**src/rtl/controlador_conversao_bases_pkg.sv**
```systemverilog
// Shared definitions for the base-conversion front-end of the HEX0..HEX2
// display path: base codes, FSM state encoding, double-dabble step count
// and the leading-zero blanking rule.
package pkg_conversor;

  localparam logic [1:0] BASE_DEC = 2'b00;
  localparam logic [1:0] BASE_HEX = 2'b01;
  localparam logic [1:0] BASE_OCT = 2'b10;
  localparam logic [1:0] BASE_INV = 2'b11;

  localparam int unsigned N_PASSOS = 8;

  typedef enum logic [1:0] {
    OCIOSO      = 2'b00,
    CONVERTENDO = 2'b01,
    CONCLUIR    = 2'b10
  } estado_t;

  // Units are never blanked; tens only when hundreds are blank too.
  // Hex always has centena = 0, so the same rule blanks it.
  function automatic logic [2:0] calc_apagar(input logic [3:0] centena,
                                             input logic [3:0] dezena);
    logic [2:0] flags;
    flags[2] = (centena == 4'd0);
    flags[1] = (centena == 4'd0) && (dezena == 4'd0);
    flags[0] = 1'b0;
    return flags;
  endfunction

endpackage

```
**src/rtl/controlador_conversao_bases_passo_double_dabble.sv**
```systemverilog
// One combinational double-dabble step: add 3 to every BCD nibble >= 5,
// then shift the 12-bit accumulator left by one, inserting bit_i.
// Ports:
//   bcd_i  [11:0]  current BCD accumulator (hundreds/tens/units)
//   bit_i          next binary bit, MSB first
//   bcd_o  [11:0]  accumulator after add-3-and-shift
module passo_double_dabble (
  input  logic [11:0] bcd_i,
  input  logic        bit_i,
  output logic [11:0] bcd_o
);

  logic [11:0] ajustado;

  always_comb begin
    ajustado = bcd_i;
    for (int unsigned i = 0; i < 3; i++) begin
      if (bcd_i[4*i +: 4] >= 4'd5) begin
        ajustado[4*i +: 4] = bcd_i[4*i +: 4] + 4'd3;
      end
    end
    bcd_o = {ajustado[10:0], bit_i};
  end

endmodule

```
**src/rtl/controlador_conversao_bases.sv**
```systemverilog
// Sequential base converter feeding the 7-segment decoders. Captures an
// 8-bit value on request and presents centena/dezena/unidade digits with
// leading-zero blank flags. Decimal runs an 8-step double-dabble; hex and
// octal complete in one edge.
// Optional macro CONVERSAO_AUTO_EN: free-running DIV_CICLO-cycle refresh tick
// that acts as an extra conversion request (held pending outside OCIOSO).
// Ports:
//   clk, rst             clock (rising edge), synchronous active-high reset
//   iniciar              conversion request, sampled only in OCIOSO
//   valor_binario [7:0]  value to convert
//   base_selecionada[1:0] 00 dec, 01 hex, 10 oct, 11 invalid
//   ocupado              high while in CONVERTENDO
//   pronto               one-cycle pulse when digits were just updated
//   erro_base            one-cycle pulse on a rejected base-11 request
//   digito_centena/dezena/unidade [3:0]  presented digits
//   apagar [2:0]         blank flags {centena, dezena, unidade}
//   base_ativa [1:0]     base of the presented digits
module controlador_conversao_bases
  import pkg_conversor::*;
#(
  parameter int unsigned DIV_CICLO = 50000000
) (
  input  logic       clk,
  input  logic       rst,
  input  logic       iniciar,
  input  logic [7:0] valor_binario,
  input  logic [1:0] base_selecionada,
  output logic       ocupado,
  output logic       pronto,
  output logic       erro_base,
  output logic [3:0] digito_centena,
  output logic [3:0] digito_dezena,
  output logic [3:0] digito_unidade,
  output logic [2:0] apagar,
  output logic [1:0] base_ativa
);

  if (DIV_CICLO == 0) begin : g_div_invalido
    $error("DIV_CICLO must be at least 1");
  end

  estado_t     estado_q, estado_d;
  logic [7:0]  valor_q, valor_d;
  logic [11:0] bcd_q, bcd_d, bcd_prox;
  logic [2:0]  passo_q, passo_d;
  logic        erro_q, erro_d;
  logic [3:0]  cent_q, cent_d, dez_q, dez_d, uni_q, uni_d;
  logic [2:0]  apagar_q, apagar_d;
  logic [1:0]  base_q, base_d;
  logic        pedido;

`ifdef CONVERSAO_AUTO_EN
  logic [31:0] div_q;
  logic        pend_q;
  logic        tick;

  assign tick   = (div_q == 32'(DIV_CICLO - 1));
  assign pedido = iniciar | tick | pend_q;

  // A tick outside OCIOSO is remembered; any OCIOSO cycle consumes it.
  always_ff @(posedge clk) begin
    if (rst) begin
      div_q  <= '0;
      pend_q <= 1'b0;
    end else begin
      div_q  <= tick ? '0 : div_q + 32'd1;
      pend_q <= (estado_q == OCIOSO) ? 1'b0 : (pend_q | tick);
    end
  end
`else
  assign pedido = iniciar;
`endif

  passo_double_dabble u_passo (
    .bcd_i (bcd_q),
    .bit_i (valor_q[7]),
    .bcd_o (bcd_prox)
  );

  always_ff @(posedge clk) begin
    if (rst) begin
      estado_q <= OCIOSO;
      valor_q  <= '0;
      bcd_q    <= '0;
      passo_q  <= '0;
      erro_q   <= 1'b0;
      cent_q   <= '0;
      dez_q    <= '0;
      uni_q    <= '0;
      apagar_q <= 3'b110;
      base_q   <= BASE_DEC;
    end else begin
      estado_q <= estado_d;
      valor_q  <= valor_d;
      bcd_q    <= bcd_d;
      passo_q  <= passo_d;
      erro_q   <= erro_d;
      cent_q   <= cent_d;
      dez_q    <= dez_d;
      uni_q    <= uni_d;
      apagar_q <= apagar_d;
      base_q   <= base_d;
    end
  end

  always_comb begin
    estado_d = estado_q;
    valor_d  = valor_q;
    bcd_d    = bcd_q;
    passo_d  = passo_q;
    erro_d   = 1'b0;
    cent_d   = cent_q;
    dez_d    = dez_q;
    uni_d    = uni_q;
    apagar_d = apagar_q;
    base_d   = base_q;

    case (estado_q)
      OCIOSO: begin
        if (pedido) begin
          case (base_selecionada)
            BASE_INV: erro_d = 1'b1;
            BASE_DEC: begin
              valor_d  = valor_binario;
              bcd_d    = '0;
              passo_d  = '0;
              estado_d = CONVERTENDO;
            end
            BASE_HEX: begin
              cent_d   = 4'd0;
              dez_d    = valor_binario[7:4];
              uni_d    = valor_binario[3:0];
              apagar_d = calc_apagar(4'd0, valor_binario[7:4]);
              base_d   = BASE_HEX;
              estado_d = CONCLUIR;
            end
            default: begin
              cent_d   = {2'b00, valor_binario[7:6]};
              dez_d    = {1'b0, valor_binario[5:3]};
              uni_d    = {1'b0, valor_binario[2:0]};
              apagar_d = calc_apagar({2'b00, valor_binario[7:6]},
                                     {1'b0, valor_binario[5:3]});
              base_d   = BASE_OCT;
              estado_d = CONCLUIR;
            end
          endcase
        end
      end
      CONVERTENDO: begin
        // valor_q shifts left so its MSB always feeds the next step.
        bcd_d   = bcd_prox;
        valor_d = {valor_q[6:0], 1'b0};
        passo_d = passo_q + 3'd1;
        if (passo_q == 3'(N_PASSOS - 1)) begin
          cent_d   = bcd_prox[11:8];
          dez_d    = bcd_prox[7:4];
          uni_d    = bcd_prox[3:0];
          apagar_d = calc_apagar(bcd_prox[11:8], bcd_prox[7:4]);
          base_d   = BASE_DEC;
          estado_d = CONCLUIR;
        end
      end
      CONCLUIR: estado_d = OCIOSO;
      default:  estado_d = OCIOSO;
    endcase
  end

  assign ocupado        = (estado_q == CONVERTENDO);
  assign pronto         = (estado_q == CONCLUIR);
  assign erro_base      = erro_q;
  assign digito_centena = cent_q;
  assign digito_dezena  = dez_q;
  assign digito_unidade = uni_q;
  assign apagar         = apagar_q;
  assign base_ativa     = base_q;

endmodule

```
**config.mk**
```make
export PLATFORM = sky130hd
export DESIGN_NAME = controlador_conversao_bases
export DESIGN_NICKNAME = d
export VERILOG_FILES = /design/src/rtl/controlador_conversao_bases_pkg.sv /design/src/rtl/controlador_conversao_bases_passo_double_dabble.sv /design/src/rtl/controlador_conversao_bases.sv
export SDC_FILE = /design/constraint.sdc
export NUM_CORES = 1
export LEC_CHECK = 0
export CAP_MARGIN = 40
export CORE_ASPECT_RATIO = 1.75
export CORE_MARGIN = 4
export CORE_UTILIZATION = 25
export DETAILED_ROUTE_END_ITERATION = 8
export GPL_ROUTABILITY_DRIVEN = 1
export PLACE_DENSITY = 0.54
export RECOVER_POWER = 100
export REMOVE_ABC_BUFFERS = 1
export SLEW_MARGIN = 20
export SYNTH_ARGS = -nofsm -noshare
export SYNTH_HDL_FRONTEND = slang
export SYNTH_HIERARCHICAL = 1
export SYNTH_SLANG_ARGS = --single-unit
```
**constraint.sdc**
```tcl
create_clock -name clk -period 1.7 [get_ports clk]
set_clock_uncertainty 0.05 [all_clocks]
set_input_delay 0.425 -clock clk [delete_from_list [all_inputs] [get_ports clk]]
set_output_delay 0.425 -clock clk [all_outputs]
set_load 0.02 [all_outputs]
```
==> impl_metrics.toml <==
[final_layout]
diodes = 0
fillCellCount = 852
seqCellArea_sq_um = 853.3
area_growth_pct = 53.15
design_area_sq_um = 3342
final_cells = 442
utilization_pct = 39.68
fin_nets = 350
drive_above_1_share_pct = 31.80
multi_input_area_sq_um = 1398

[floorplan]
start_util_pct = 25.91
die-area_sq_um = 10350
ios = 33
die_h_microns = 131.6
rows = 44
chipWidth_microns = 78.63
core_area_sq_um = 8423

[sta]
setup_violations = 5
min_period_ns = 1.808
slew_violations = 0
fmax_mhz = 552.9
tns_ns = -0.2613
hold_viol_final = 0
rsz0062_at_grt = "true"
layout_setup_ws_ns = -0.1085
fin_crit_sh_pct = 106.4

[logic_synthesis]
syn_area_sq_um = 2182
synth.largest_area_cell = "dfxtp_1"
synthTopCellsByArea = "dfxtp_1 (39%), nand2_1 (7.6%), ha_1 (6.3%), mux2i_1 (6.0%), nor2_1 (4.8%)"
yosysMostFrequentCell = "nand2_1"
synthCells = 256
yosys.cell_types.count = 44
ys_top_cells_by_count = "nand2_1 (44), dfxtp_1 (42), nor2_1 (28)"
synth_edf_count = 0
async_reset_ff_share_pct = 0
yosysWarnings = 6
yosysTopAreaCellShare_pct = 38.53
synth-main-ff-cell = "dfxtp_1"
avgSynthCellArea_sq_um = 8.524
yosysSeqAreaShare_pct = 38.53
synth-seq-cells = 42

[setup_path]
crit_start = "bcd_q[9]$_SDFFE_PP0P_"
end_kind = "flop"
endpoint = "apagar[1]$_SDFFE_PP1P_"
r2r_end = "apagar[1]$_SDFFE_PP1P_"
cp_slowest_cell = "dfxtp_2"
crit_path_start_kind = "flop"
r2r_slack_ns = -0.11
worst_path_largest_cell_delay_ns = 0.36
crit_chain = "inv_4 > ha_4 > nand2b_4 > a21oi_4 > mux2i_4 > nor4_4 > a311oi_2 > o21bai_1"
cp_max_fo = 3
r2r_cells = 8
cp.required_ns = 1.82
worstSetupPathType = "flop to flop"
crit-reg2reg-launch = "bcd_q[9]$_SDFFE_PP0P_"
cp_data_arrival_time_ns = 1.93

[grt]
grt_max_degree = 33
grt_usage_pct = 11.77
grt_antenna_before_repair = 0
first_global_vias = 2128
grt_overflow = 0
grt_pass1_wl_microns = 9977

[clocking]
cts_tree = "yes"
cts_sinks = 42
root_buffer = "clkbuf_16"
worstSkewPairLatency_ns = 0.28
clk_pin_slew_worst_paths_ns = 0.06
h-tree-depth = 2
cts_buffers = 5
clock_path_buffers = 2

[detailed_routing]
drtIter0Drc = 68
wirelength_microns = 5894
drt-pass1-iter-count = 5
vias = 2083
postRouteAntennaNets = 0
vias_per_cell = 4.713
wire_per_inst_microns = 13.33
drc = 0

[placement]
gp_congestion = 0.8242
dp_cells = 427
numPortBuffers = 31
placed_area_sq_um = 2867
dpl.hpwl_microns = 4254

[outcome]
status = "complete, but fails checks"
violations = "negative setup slack"

[job]
max-cap-violations = 0

[pwr]
leakagePower_nw = 1.516
power_density_nw_per_um2 = 717.6
peakVddDrop_v = 0.0005281
p_total_mw = 2.398

[hold_path]
min_delay_path_depth = 2
hp-class = "flop to flop"
hp-start = "base_ativa[1]$_SDFFE_PP0P_"
==> where the power goes <==
part	internal (mW)	total [mW]	switching (mW)
clock	0.582	0.948	0.366
sequential	1.03	1.05	0.0248
combinational	0.193	0.398	0.204
==> state kept, by name (all words and copies together) (netlist names) <==
| signal | cells |
|---|---|
| bcd_q | 12 |
| valor_q | 8 |
| digito_centena | 4 |
| digito_dezena | 4 |
| digito_unidade | 4 |
| passo_q | 3 |
| apagar | 2 |
| base_ativa | 2 |
| estado_q | 2 |
| erro_base | 1 |
==> cell families after synthesis <==
group | after synthesis | share of synthesized area [%]
AOI/OAI and AO/OA | 55 | 17.55
xor gates and xnor gates | 3 | 1.204
adders and majority gates | 11 | 6.307
buffers and inverters | 29 | 7.453
DFF | 42 | 38.53
muxes | 13 | 5.963
other | 1 | 0.1719
and+or+nand+nor | 102 | 22.82
==> placed cells by master (no fill, tap or decap), types with 4 or more instances in the layout <==
master,instances
a22oi_1,4
a21oi_1,18
ha_4,5
buf_6,5
nand3_1,5
a21oi_4,4
dlygate4sd2_1,14
a211oi_1,7
inv_2,4
buf_4,43
a311oi_1,4
nor2_1,28
clkdlybuf4s50_1,10
clkbuf_16,5
nor3_1,4
nand2b_1,4
inv_1,4
ha_2,4
dfxtp_2,7
mux2i_1,11
nand2_1,43
dlymetal6s2s_1,7
dfxtp_1,34
==> routing by layer <==
layer,up-vias,wire (microns),GRT usage [%]
li1,1025,-,-
met3,13,173,2.055
met1,997,2356,13.72
met2,48,3214,20.91
met5,-,0,0
met4,0,150,4.572
==> per-stage QoR <==
stage | hold slack (ns) | worst slack [ns]
floorplan | 0.3901 | -0.03593
global placement | 0.3975 | -0.4004
detailed placement | 0.3967 | -0.4694
CTS | 0.4043 | -0.1055
global route | 0.4216 | -0.1937
finish | 0.3982 | -0.1085
==> worst min-delay path by stage <==
stage                                      to  slack [ns]
6_report           base_ativa[1]$_SDFFE_PP0P_        0.40
5_1_grt            base_ativa[1]$_SDFFE_PP0P_        0.42
4_1_cts            base_ativa[1]$_SDFFE_PP0P_        0.40
3_5_place_dp       base_ativa[1]$_SDFFE_PP0P_        0.40
3_3_place_gp   digito_centena[3]$_SDFFE_PP0P_        0.40
2_1_floorplan           bcd_q[1]$_SDFFE_PP0P_        0.39
==> repair_timing <==
action	CTS	global route
setup endpoints to repair	29	22
pin swaps	12	13
gates resized for setup	45	34
setup buffers	7	3
hold buffers	0	0
cloned	1	0
==> final cells by class <==
class	instances	area share [%]
Tap cell	115	4.305
Clock inverter	1	0.1498
Inverter	10	1.273
Clock buffer	7	4.268
Multi-Input combinational cell	185	41.82
Timing Repair Buffer	82	22.65
Sequential cell	42	25.53
==> critical path, delay by kind of cell, from the launching register on <==
kind / cells / cell delay (ns)
AOI/OAI and AO/OA: 3 / 0.55
DFF: 1 / 0.36
muxes: 1 / 0.31
and+or+nand+nor: 2 / 0.22
adders and majority gates: 1 / 0.14
buffers and inverters: 1 / 0.05
Note: power is estimated with default switching activity, not from simulation.
